===== config.mk =====
export PLATFORM = sky130hd
export DESIGN_NAME = systolic_scheduler
export DESIGN_NICKNAME = d
export VERILOG_FILES = /design/src/rtl/systolic_scheduler.sv
export SDC_FILE = /design/constraint.sdc
export NUM_CORES = 1
export LEC_CHECK = 0
export CAP_MARGIN = 20
export CORE_MARGIN = 2
export CORE_UTILIZATION = 49
export DETAILED_ROUTE_END_ITERATION = 6
export GPL_TIMING_DRIVEN = 1
export PLACE_DENSITY_LB_ADDON = 0.2
export SLEW_MARGIN = 25
export SYNTH_ARGS = -nofsm -noshare
export SYNTH_HDL_FRONTEND = slang
export SYNTH_SLANG_ARGS = --single-unit

===== constraint.sdc =====
create_clock -name clk_i -period 2.8 [get_ports clk_i]
set_input_delay 0.84 -clock clk_i [delete_from_list [all_inputs] [get_ports clk_i]]
set_output_delay 0.84 -clock clk_i [all_outputs]
set_load 0.02 [all_outputs]

===== src/rtl/systolic_scheduler.sv =====
// ---------------------------------------------------------------------------
// systolic_scheduler
//
// Round-robin scheduler that time-shares one SystolicArray instance between
// NUM_REQ matrix-op requesters (the Kalman predict/update stage FSMs). One
// requester is granted at a time. While the array runs, the scheduler drives
// load_en and the column-group enables. It qualifies the array's sticky
// cal_finish flag with its own run counter and answers each job with a
// one-cycle done pulse. Illegal column codes and run timeouts raise err
// together with done, so the requester is never left waiting.
//
// Ports
//   clk_i            clock
//   rst_i            synchronous active-high reset
//   req_i            per-requester request level
//   req_cols_i       per-requester column code, bits [2i+1:2i]
//                    (0 = col 1, 1 = cols 1-6, 2 = cols 1-12, 3 = illegal)
//   gnt_o            one-hot grant (registered)
//   gnt_idx_o        index of the granted requester, 0 when idle (registered)
//   sa_load_en_o     array load_en
//   sa_enb_1_o       array column-1 enable
//   sa_enb_2_6_o     array columns 2-6 enable
//   sa_enb_7_12_o    array columns 7-12 enable
//   sa_cal_finish_i  array completion flag (sticky once set)
//   done_o           one-cycle completion pulse to the granted requester
//   err_o            one-cycle pulse on illegal code or timeout
//   busy_o           high whenever the scheduler is not idle
// ---------------------------------------------------------------------------
module systolic_scheduler #(
    parameter int NUM_REQ = 4,
    parameter int N       = 12,
    parameter int TIMEOUT = 64
) (
    input  logic                       clk_i,
    input  logic                       rst_i,
    input  logic [NUM_REQ-1:0]         req_i,
    input  logic [2*NUM_REQ-1:0]       req_cols_i,
    output logic [NUM_REQ-1:0]         gnt_o,
    output logic [$clog2(NUM_REQ)-1:0] gnt_idx_o,
    output logic                       sa_load_en_o,
    output logic                       sa_enb_1_o,
    output logic                       sa_enb_2_6_o,
    output logic                       sa_enb_7_12_o,
    input  logic                       sa_cal_finish_i,
    output logic [NUM_REQ-1:0]         done_o,
    output logic                       err_o,
    output logic                       busy_o
);

    localparam int IDX_W   = $clog2(NUM_REQ);
    localparam int CNT_W   = $clog2(TIMEOUT + 1);
    localparam int MIN_RUN = 2 * N - 1;

    localparam logic [1:0] CODE_COL1   = 2'd0;
    localparam logic [1:0] CODE_ILLEGAL = 2'd3;

    typedef enum logic [2:0] {
        IDLE,
        GRANT,
        RUN,
        DONE,
        ERR
    } state_t;

    state_t               state_q,   state_d;
    logic [IDX_W-1:0]     idx_q,     idx_d;
    logic [1:0]           code_q,    code_d;
    logic [IDX_W-1:0]     rrPtr_q,   rrPtr_d;
    logic [CNT_W-1:0]     runCnt_q,  runCnt_d;
    logic [NUM_REQ-1:0]   gnt_q,     gnt_d;
    logic [IDX_W-1:0]     gntIdx_q,  gntIdx_d;
    logic                 loadEn_q,  loadEn_d;
    logic                 enb1_q,    enb1_d;
    logic                 enb26_q,   enb26_d;
    logic                 enb712_q,  enb712_d;
    logic [NUM_REQ-1:0]   done_q,    done_d;
    logic                 err_q,     err_d;
    logic                 busy_q,    busy_d;

    logic                 pickValid;
    logic [IDX_W-1:0]     pickIdx;
    logic [1:0]           pickCode;
    logic [NUM_REQ-1:0]   idxOneHot;
    logic [NUM_REQ-1:0]   pickOneHot;
    logic [IDX_W-1:0]     idxNext;

    function automatic logic [NUM_REQ-1:0] oneHot(input logic [IDX_W-1:0] i);
        logic [NUM_REQ-1:0] v;
        v    = '0;
        v[i] = 1'b1;
        return v;
    endfunction

    // Round-robin pick: scan offsets from the highest down so that the
    // requester closest to rrPtr_q (lowest offset) is the last one written
    // and therefore wins.
    always_comb begin
        int slot;
        pickValid = 1'b0;
        pickIdx   = '0;
        for (int k = NUM_REQ - 1; k >= 0; k--) begin
            slot = int'(rrPtr_q) + k;
            if (slot >= NUM_REQ) begin
                slot = slot - NUM_REQ;
            end
            if (req_i[IDX_W'(slot)]) begin
                pickValid = 1'b1;
                pickIdx   = IDX_W'(slot);
            end
        end
    end

    // Column code of the candidate, and helper decodes shared by the FSM.
    always_comb begin
        pickCode   = req_cols_i[{pickIdx, 1'b0} +: 2];
        pickOneHot = oneHot(pickIdx);
        idxOneHot  = oneHot(idx_q);
        idxNext    = (int'(idx_q) == NUM_REQ - 1) ? '0 : idx_q + IDX_W'(1);
    end

    // Next-state and next-output logic. Every output is computed here for
    // the state being entered, so the registered outputs line up with the
    // registered state without an extra cycle of lag. The enables only
    // follow the latched code while the array is actually running.
    always_comb begin
        state_d  = state_q;
        idx_d    = idx_q;
        code_d   = code_q;
        rrPtr_d  = rrPtr_q;
        runCnt_d = runCnt_q;
        gnt_d    = '0;
        gntIdx_d = '0;
        loadEn_d = 1'b0;
        enb1_d   = 1'b0;
        enb26_d  = 1'b0;
        enb712_d = 1'b0;
        done_d   = '0;
        err_d    = 1'b0;
        busy_d   = 1'b1;

        unique case (state_q)
            IDLE: begin
                if (pickValid) begin
                    idx_d    = pickIdx;
                    code_d   = pickCode;
                    gnt_d    = pickOneHot;
                    gntIdx_d = pickIdx;
                    if (pickCode == CODE_ILLEGAL) begin
                        // Unblock the requester right away and flag the error.
                        state_d = ERR;
                        err_d   = 1'b1;
                        done_d  = pickOneHot;
                    end else begin
                        state_d = GRANT;
                    end
                end else begin
                    busy_d = 1'b0;
                end
            end

            GRANT: begin
                // One settle cycle with load_en low clears the array counter
                // before the run starts.
                state_d  = RUN;
                runCnt_d = '0;
                gnt_d    = idxOneHot;
                gntIdx_d = idx_q;
                loadEn_d = 1'b1;
                enb1_d   = 1'b1;
                enb26_d  = (code_q != CODE_COL1);
                enb712_d = (code_q == 2'd2);
            end

            RUN: begin
                if (runCnt_q != CNT_W'(TIMEOUT)) begin
                    runCnt_d = runCnt_q + CNT_W'(1);
                end
                gnt_d    = idxOneHot;
                gntIdx_d = idx_q;
                if (!req_i[idx_q]) begin
                    // Requester withdrew: silent abort, nothing reported.
                    state_d  = IDLE;
                    gnt_d    = '0;
                    gntIdx_d = '0;
                    busy_d   = 1'b0;
                end else if (sa_cal_finish_i && (runCnt_q >= CNT_W'(MIN_RUN))) begin
                    // cal_finish is sticky from the previous job, so it only
                    // counts once the array has had a full pass to finish.
                    state_d = DONE;
                    done_d  = idxOneHot;
                end else if (runCnt_q == CNT_W'(TIMEOUT - 1)) begin
                    state_d = ERR;
                    err_d   = 1'b1;
                    done_d  = idxOneHot;
                end else begin
                    loadEn_d = 1'b1;
                    enb1_d   = 1'b1;
                    enb26_d  = (code_q != CODE_COL1);
                    enb712_d = (code_q == 2'd2);
                end
            end

            DONE, ERR: begin
                state_d = IDLE;
                rrPtr_d = idxNext;
                busy_d  = 1'b0;
            end

            default: begin
                state_d = IDLE;
                busy_d  = 1'b0;
            end
        endcase
    end

    // State and output registers with synchronous reset; a reset in the
    // middle of a job drops everything without any done or err pulse.
    always_ff @(posedge clk_i) begin
        if (rst_i) begin
            state_q  <= IDLE;
            idx_q    <= '0;
            code_q   <= '0;
            rrPtr_q  <= '0;
            runCnt_q <= '0;
            gnt_q    <= '0;
            gntIdx_q <= '0;
            loadEn_q <= 1'b0;
            enb1_q   <= 1'b0;
            enb26_q  <= 1'b0;
            enb712_q <= 1'b0;
            done_q   <= '0;
            err_q    <= 1'b0;
            busy_q   <= 1'b0;
        end else begin
            state_q  <= state_d;
            idx_q    <= idx_d;
            code_q   <= code_d;
            rrPtr_q  <= rrPtr_d;
            runCnt_q <= runCnt_d;
            gnt_q    <= gnt_d;
            gntIdx_q <= gntIdx_d;
            loadEn_q <= loadEn_d;
            enb1_q   <= enb1_d;
            enb26_q  <= enb26_d;
            enb712_q <= enb712_d;
            done_q   <= done_d;
            err_q    <= err_d;
            busy_q   <= busy_d;
        end
    end

    assign gnt_o         = gnt_q;
    assign gnt_idx_o     = gntIdx_q;
    assign sa_load_en_o  = loadEn_q;
    assign sa_enb_1_o    = enb1_q;
    assign sa_enb_2_6_o  = enb26_q;
    assign sa_enb_7_12_o = enb712_q;
    assign done_o        = done_q;
    assign err_o         = err_q;
    assign busy_o        = busy_q;

endmodule


==> results of run 1 <==
[layer usage]
layer | wire length, um | GRT usage (%) | part of all wire (%) | up-vias
li1 | - | - | - | 775
met1 | 1620 | 23.8 | 42 | 718
met2 | 2000 | 38.7 | 51 | 62
met3 | 209 | 6.34 | 5.4 | 7
met4 | 57 | 8.06 | 1.5 | 0
met5 | 0 | 0 | 0 | -
[cells in the mapped netlist, drive strengths merged]
cell and count:
nor3b 2, mux2i 4, a2111oi 1, a211o 2, or3 6, o211a 1
a211oi 2, nand3 9, ha 6, or2 1, nand2 23, nor4b 1
nor4 2, nor3 2, o21a 1, inv 8, dfxtp 31, o31ai 7
nor2b 3, buf 5, a21o 3, xor2 3, xnor2 1, a21oi 18
o2bb2ai 1, and3b 2, a31oi 3, nand4 2, o311ai 1, or4 1
nand2b 5, and3 4, nor2 18, or3b 2, and2 2, clkbuf 3
nand4bb 1, o21ai 8
[layout make-up]
class	instances	area [um2]	area share, %
Clock buffer	6	51.3	2.42
Timing Repair Buffer	42	390	18.4
Tap cell	46	57.6	2.72
Inverter	8	30.0	1.42
Sequential cell	31	621	29.3
Clock inverter	1	5.00	0.236
Multi-Input combinational cell	148	965	45.5
[where the power goes]
part           internal (uW)  switching, uW
Sequential               509           61.9
Combinational            260            316
Clock                    116            141
[state kept, by name, summed over array words and instances (netlist names)]
register       cells
idx_q              2
gnt_o              4
gnt_idx_o          2
rrPtr_q            2
done_o             4
runCnt_q           7
code_q             2
sa_enb_1_o         1
busy_o             1
err_o              1
sa_enb_7_12_o      1
state_q            3
sa_enb_2_6_o       1
[worst max-delay path, cell delays in order]
cell,delay (ps)
clkdlybuf4s50_1,490
nor2b_1,210
a21o_1,170
a211o_1,310
and3_1,160
nand4bb_1,220
buf_4,190
o31ai_2,210
[stage by stage]
step / area, um2 / cells / TNS (ps) / hold WS, ps / total power [uW]
after floorplan: 1660 / 195 / 0 / 434 / 947
after global routing: 2120 / 282 / 0 / 500 / 1500
after global placement: 2060 / 275 / -38.6 / 448 / 1140
after detailed placement: 2060 / 275 / -443 / 466 / 1150
after CTS: 2120 / 282 / 0 / 479 / 1410
final: 2120 / 282 / 0 / 481 / 1400
[logic make-up (layout without fill, tap and decap cells)]
kind of cell / after synthesis / after routing
buf+inv: 16 / 57
flops: 31 / 31
simple gates: 86 / 86
xor+xnor: 4 / 4
compound gates: 48 / 48
fa+ha+maj: 6 / 6
mux: 4 / 4
[worst paths after layout]
path	endpoint	slack [ps]	depth (start not counted)
max	done_o[2]$_SDFF_PP0_	230	8
min	code_q[1]$_SDFFE_PP0P_	480	2
min reg2reg	code_q[1]$_SDFFE_PP0P_	480	2
max reg2reg	sa_enb_7_12_o$_SDFF_PP0_	680	7
==> impl_metrics.tcl, run 1 <==
set metrics [dict create \
    num_rows 21 \
    grt_pass1_vias 1481 \
    min-delay-start "code_q[1]$_SDFFE_PP0P_" \
    synth-compound-area-share_pct 21.1 \
    drc 0 \
    dp_slack_ps -83.2 \
    yosysTopAreaCellShare_pct 37.3 \
    ctsResizeCount 0 \
    critPathKind "in -> reg" \
    synth_fp_nets 216 \
    critPathCaptureType "register" \
    rsz0062_at_grt "no" \
    syn_to_final_growth_pct 27.5 \
    wirelength_um 3890 \
    yosys_warnings 0 \
    viasPerCell 5.54 \
    grt.overflow.total 0 \
    setup_violations 0 \
    io_pins 31 \
    p_leak_uw 0.000846 \
    synthMuxAreaShare_pct 2.63 \
    maxSlewViolCount 0 \
    post_cts_buffers 0 \
    h-tree-depth 2 \
    coreArea_mm2 0.00328 \
    postCtsHoldBufs 0 \
    grt_max_degree 15 \
    timing.final.crit_period_ps 2570 \
    power_density_mw_per_mm2 662 \
    synth.distinct_cells 49 \
    path_max_fanout 5 \
    cts-buffers-inserted 5 \
    nFillCells 301 \
    nNetsFinal 257 \
    synthAdderAreaFrac_pct 4.51 \
    hp-class "reg -> reg" \
    cts_tree "yes" \
    drtIter0Drc 122 \
    grt_pass1_wl_um 6690 \
    synthXorXnorAreaFrac_pct 2.11 \
    final_util_pct 64.5 \
    first_pass_iters 7 \
    finalCritPeriodShare_pct 91.7 \
    peakVddDrop_mv 0.529 \
    synth.area.top_cells "dfxtp_1 37%, a21oi_1 5.1%, nand2_1 5.0%, ha_1 4.5%, nor2_1 4.1%" \
    synth-seq-cells 31 \
    clk_pin_slew_worst_paths_ps 100 \
    hold_violations 0 \
    critPathLaunch "req_i[2]" \
    antenna_found_initial 0 \
    layout_commonest_cell "dfxtp_1" \
    place_congestion 0.811 \
    syn_area_mm2 0.00166 \
    clock-sinks 31 \
    synthSimpleGateAreaFrac_pct 27.7 \
    startpoint_type "input pin" \
    num_vias 1562 \
    ant_nets 0 \
    synth_top_family_by_area "simple AND/OR/NAND/NOR gates" \
    drv_cap 0 \
    cts_root_buffer "clkbuf_4" \
    crit_arrival_ps 2800 \
    dp.final_hpwl_um 3000 \
    wl_per_cell_um 13.8 \
    antenna_cells 0 \
    layout_common_cells "31 x dfxtp_1, 30 x clkdlybuf4s50_1, 22 x nand2_1, 18 x nor2_1, 17 x a21oi_1" \
    fp.dieArea_mm2 0.00388 \
    die_x_um 62.3 \
    r2r-start "runCnt_q[0]$_SDFFE_PP0P_" \
    status "completed" \
    cp.required_ps 3040 \
    syn_inst 195 \
    die_y_um 62.3 \
    fmax_ghz 0.390 \
    synth_seq_area_share_pct 37.3 \
    finalWorstSetupSlack_ps 233 \
    clock_latency_ps 320 \
    start_util_pct 50.6 \
    worst_pin_slew_ps 671 \
    yosys.area.top_type "dfxtp_1" \
    postSynthAreaPerCell_um2 8.53 \
    drive_gt1_share_pct 14.0 \
    portBuffers 30 \
    max-clock-path-buffers 2 \
    clock_skew_ps 13.2 \
    grt_use_total_pct 21.5 \
    slew_headroom_pct 54.8 \
]
No activity file was read; power rests on OpenSTA's default activity.
==> inputs of run 2 (changes only) <==
- TNS_END_PERCENT: default -> 10
==> results of run 2 <==
Final layout, timing and power as in run 1 (identical DEF).
==> edit 1, RTL diff (settings of run 2) <==
Reset style: asynchronous (`rst_i`), changed in one clocked block. Comments in the files are not updated.
--- a/src/rtl/systolic_scheduler.sv
+++ b/src/rtl/systolic_scheduler.sv
@@ -215,7 +215,7 @@
 
     // State and output registers with synchronous reset; a reset in the
     // middle of a job drops everything without any done or err pulse.
-    always_ff @(posedge clk_i) begin
+    always_ff @(posedge clk_i or posedge rst_i) begin
         if (rst_i) begin
             state_q  <= IDLE;
             idx_q    <= '0;
Behaviour: differs if rst_i is asserted again (counterexample within 4 cycles, from zero or initial values and one cycle with rst_i high); with rst_i held inactive, the same outputs for 10 cycles.
==> edit 1 against run 2 <==
Sequential cell count is the same. Total power increased by 46%. Synthesized area rose by 2.6%. Wire length down 7.7%. Critical path depth stayed put. Fmax grew 5.2%. Sequential power is 35% higher. Setup slack better by 0.13 ns. Cell area is 0.35% lower. Largest cell class unchanged. Highest routed layer unchanged.
==> edit 1: results (changes against run 2) <==
[run_status]
status=finished clean

[synth]
synth_ff_type=dfrtp_1
ys_warn_count=0  ; unchanged
syn_nets=197  ; -8.8%
async_reset_ff_share_pct=100  ; +100 points
netlist_top_cells_count=dfrtp_1, a21oi_1, nand2_1, nor2_1, o21ai_0
yosys-top-cells-area=dfrtp_1, a21oi_1, ha_1, o21ai_0, mux2i_1
synth_seq_area_share_pct=45.5  ; +8.1 points
yosysUniqueCellTypes=48  ; -2.0%

[global_routing]
grt_pass1_wl_um=6240  ; -6.7%
grt_use_total_pct=20.3  ; -1.1 points
use_met2_pct=31.4  ; -7.3 points
grt_pass1_vias=1349  ; -8.9%
grt_use_met1_pct=27.2  ; +3.4 points
grt_use_met3_pct=5.59  ; -0.75 points
grt_max_degree=32  ; +17

[critical_path]
rrSetupSlack_ns=0.84  ; +0.16 ns
cp.arrival_ns=2.65  ; -0.15 ns
r2r_start=runCnt_q[0]
cp_top_family=compound AO/OA/AOI/OAI gates
cpMaxStageDelayCell=clkdlybuf4s50_1
regToRegEndpoint=sa_enb_7_12_o
crit_start=req_i[0]
cp_max_fo=11  ; +6
critical-path-max-stage-delay_ns=0.50

[worst_hold_path]
min_path_type=flop to flop
whs_path_depth=1  ; -1
holdPathEnd=sa_enb_7_12_o
min-delay-start=code_q[0]

[sta]
worst_pin_slew_ns=0.574  ; -0.0968 ns
clock_skew_ns=0.00955  ; -0.00368 ns

[placement]
routabilityCongestion=0.819  ; +0.92%
hpwl_um=2580  ; -14%

[power]
leakage_nw=0.968  ; +14%
ir_worst_vdd_uv=469  ; -11%

[routing]
drt-wirelength-per-cell_um=14.0  ; +1.6%
vias=1414  ; -9.5%
dr_wl_met3_um=213  ; +1.9%
drt-initial-drc-count=46  ; -62%
wl_met2_um=1650  ; -17%
wl_met1_um=1660  ; +2.5%
first_pass_iters=4  ; -3

[final_layout]
regMostFlops=runCnt_q
drive_gt1_share_pct=10.0  ; -4.0 points
final_nets=231  ; -10%

[clock_network]
htreeDepth=2  ; unchanged

edit 1: area by class of cell:
type / count / area (sq um)
Multi-Input combinational cell: 125 / 840
Sequential cell: 31 / 776
Clock inverter: 1 / 5.00
Tap cell: 46 / 57.6
Timing Repair Buffer: 35 / 338
Inverter: 12 / 45.0
Fill cell: 271 / 1220
Clock buffer: 6 / 51.3
edit 1: power by group:
| part | switching [mW] | internal, mW |
|---|---|---|
| sequential | 0.171 | 0.599 |
| clock | 0.148 | 0.116 |
| combinational | 0.553 | 0.467 |
edit 1: worst max path at each step:
stage / to / depth (start not counted)
after floorplan: done_o[3] / 6
after global placement: err_o / 8
after detailed placement: err_o / 8
after CTS: state_q[2] / 8
after global routing: done_o[1] / 7
final: state_q[2] / 8
edit 1: cells by family (layout without fill, tap and decap cells):
logic type / count (synthesis) / count (layout) / synth area share (%)
xor+xnor: 2 / 2 / 1.03
compound gates: 55 / 55 / 21.4
simple gates: 52 / 52 / 14.9
fa+ha+maj: 6 / 6 / 4.40
mux: 10 / 10 / 7.48
flops: 31 / 31 / 45.5
buf+inv: 20 / 54 / 5.35
edit 1: metrics by stage:
step / power (mW) / hold slack (ns) / cells / worst slack (ns) / cell area (sq um)
2_1_floorplan: 1.45 / 0.431 / 176 / 0.683 / 1710
3_3_place_gp: 1.77 / 0.451 / 249 / 0.0348 / 2060
3_5_place_dp: 1.79 / 0.471 / 249 / 0.0188 / 2060
4_1_cts: 2.06 / 0.485 / 256 / 0.370 / 2110
5_1_grt: 2.22 / 0.518 / 256 / 0.286 / 2110
6_report: 2.06 / 0.476 / 256 / 0.360 / 2110
==> edit 2, RTL diff (flow settings as in run 2) <==
Without the edit above. The parameter `TIMEOUT` goes from 64 to 128.
--- a/src/rtl/systolic_scheduler.sv
+++ b/src/rtl/systolic_scheduler.sv
@@ -29,7 +29,7 @@
 module systolic_scheduler #(
     parameter int NUM_REQ = 4,
     parameter int N       = 12,
-    parameter int TIMEOUT = 64
+    parameter int TIMEOUT = 128
 ) (
     input  logic                       clk_i,
     input  logic                       rst_i,
Formal check against the unedited RTL: same outputs for any inputs over 10 cycles, from zero or initial values and one cycle with rst_i high; that may be too few to reach the edited logic, so the function may still have changed.
==> edit 2 against run 2 <==
Sequential cell count increased by 1. Synthesized cell count increased by 1.0%. Setup slack improved by 0.037 ns. First-iteration DRC count decreased by 51%. Cell area decreased by 2.9%. Fmax increased by 1.4%. Wire length increased by 2.3%. Synthesized area decreased by 2.0%. Clock power increased by 3%. Count of clock-buffer cells in the layout decreased by 1. Total power decreased by 13%. Critical path depth decreased by 1. Register-to-register slack improved by 0.14 ns. Sequential power decreased by 5.3%.
==> edit 2: results (changes against run 2) <==
[run_status]
status=finished clean

[placement]
hpwl_um=3070  ; +2.3%
placed_cell_area_sq_um=2000  ; -3.0%
routabilityCongestion=0.889  ; +9.6%
pre_cts_ws_ns=-0.0579  ; +0.0252 ns

[clock_network]
clock_latency_ns=0.34  ; +0.02 ns

[synth]
yosys-top-cells-area=dfxtp_1, a21oi_1, nand2_1, nor2_1, ha_1
syn_nets=218  ; +0.93%
postSynthCellCount=197  ; +1.0%
netlist_top_cells_count=dfxtp_1, nand2_1, nor2_1, a21oi_1, o21ai_0
yosysUniqueCellTypes=41  ; -16%

[global_routing]
grt_pass1_wl_um=6490  ; -3.0%
grt_max_degree=12  ; -3
grt_use_total_pct=23.4  ; +2.0 points
grt_pass1_vias=1454  ; -1.8%

[power]
seqPwrFrac_pct=44.3  ; +3.6 points
ir_worst_vdd_uv=403  ; -24%
powerComb_mw=0.416  ; -28%
pwr-share-comb_pct=34.0  ; -7.0 points

[sta]
slew-limit-headroom_pct=71.6  ; +17 points

[final_layout]
fill_cells=283  ; -6.0%

[critical_path]
reg2regPathDepth=6  ; -1
cp.arrival_ns=2.77  ; -0.03 ns

[routing]
drt-initial-drc-count=60  ; -51%
drt-wirelength-per-cell_um=14.3  ; +3.8%

[worst_hold_path]
whs_path_depth=1  ; -1

[edit 2: changes by cell type after synthesis, sizes merged, moves of 3 or more]
cell and delta:
nand2 +5, a21o -3, a31oi -3, nor2 +5, a21oi +4, o21bai +4, nand2b -3, o31ai -3
and3 -3, nand3 -4
[edit 2: cell type report]
class | count | area [sq um] | share of cell area, %
Clock buffer | 5 | 37.5 | 1.82
Clock inverter | 3 | 18.8 | 0.912
Inverter | 6 | 22.5 | 1.09
Multi-Input combinational cell | 151 | 931 | 45.2
Sequential cell | 32 | 641 | 31.1
Tap cell | 44 | 55.1 | 2.67
Timing Repair Buffer | 37 | 353 | 17.1
[edit 2: cells by family (layout without fill, tap and decap cells)]
logic type / count (synthesis) / count (layout) / share of synthesized area, %
buffers and inverters: 14 / 51 / 3.53
AND/OR/NAND/NOR: 83 / 83 / 25.0
XOR/XNOR: 4 / 4 / 2.15
flip-flops: 32 / 32 / 39.3
multiplexers: 3 / 3 / 1.92
adder cells (fa/ha/maj): 6 / 6 / 4.61
AO/OA/AOI/OAI: 55 / 55 / 23.5
[edit 2: routing by layer]
layer  vias up  global-route usage, %  part of all wire [%]
met5         -                      0                     0
met4         0                   9.12                   2.1
met3        11                   5.04                   6.0
met2        62                   39.8                    48
met1       721                   28.8                    44
li1        767                      -                     -
[edit 2: worst max-delay path: stages]
cell             delay [ns]
clkdlybuf4s50_1        0.45
nor2b_1                0.19
a211oi_2               0.34
o21ai_0                0.17
a221oi_1               0.39
a21oi_2                0.12
a2bb2o_1               0.27
[edit 2: path summary, 6_finish.rpt]
kind	from	to	slack [ns]
worst min-delay path	code_q[0]	sa_enb_7_12_o	0.47
worst min register to register	code_q[0]	sa_enb_7_12_o	0.47
worst max-delay path	req_i[2]	state_q[0]	0.27
worst max register to register	state_q[2]	runCnt_q[7]	0.82
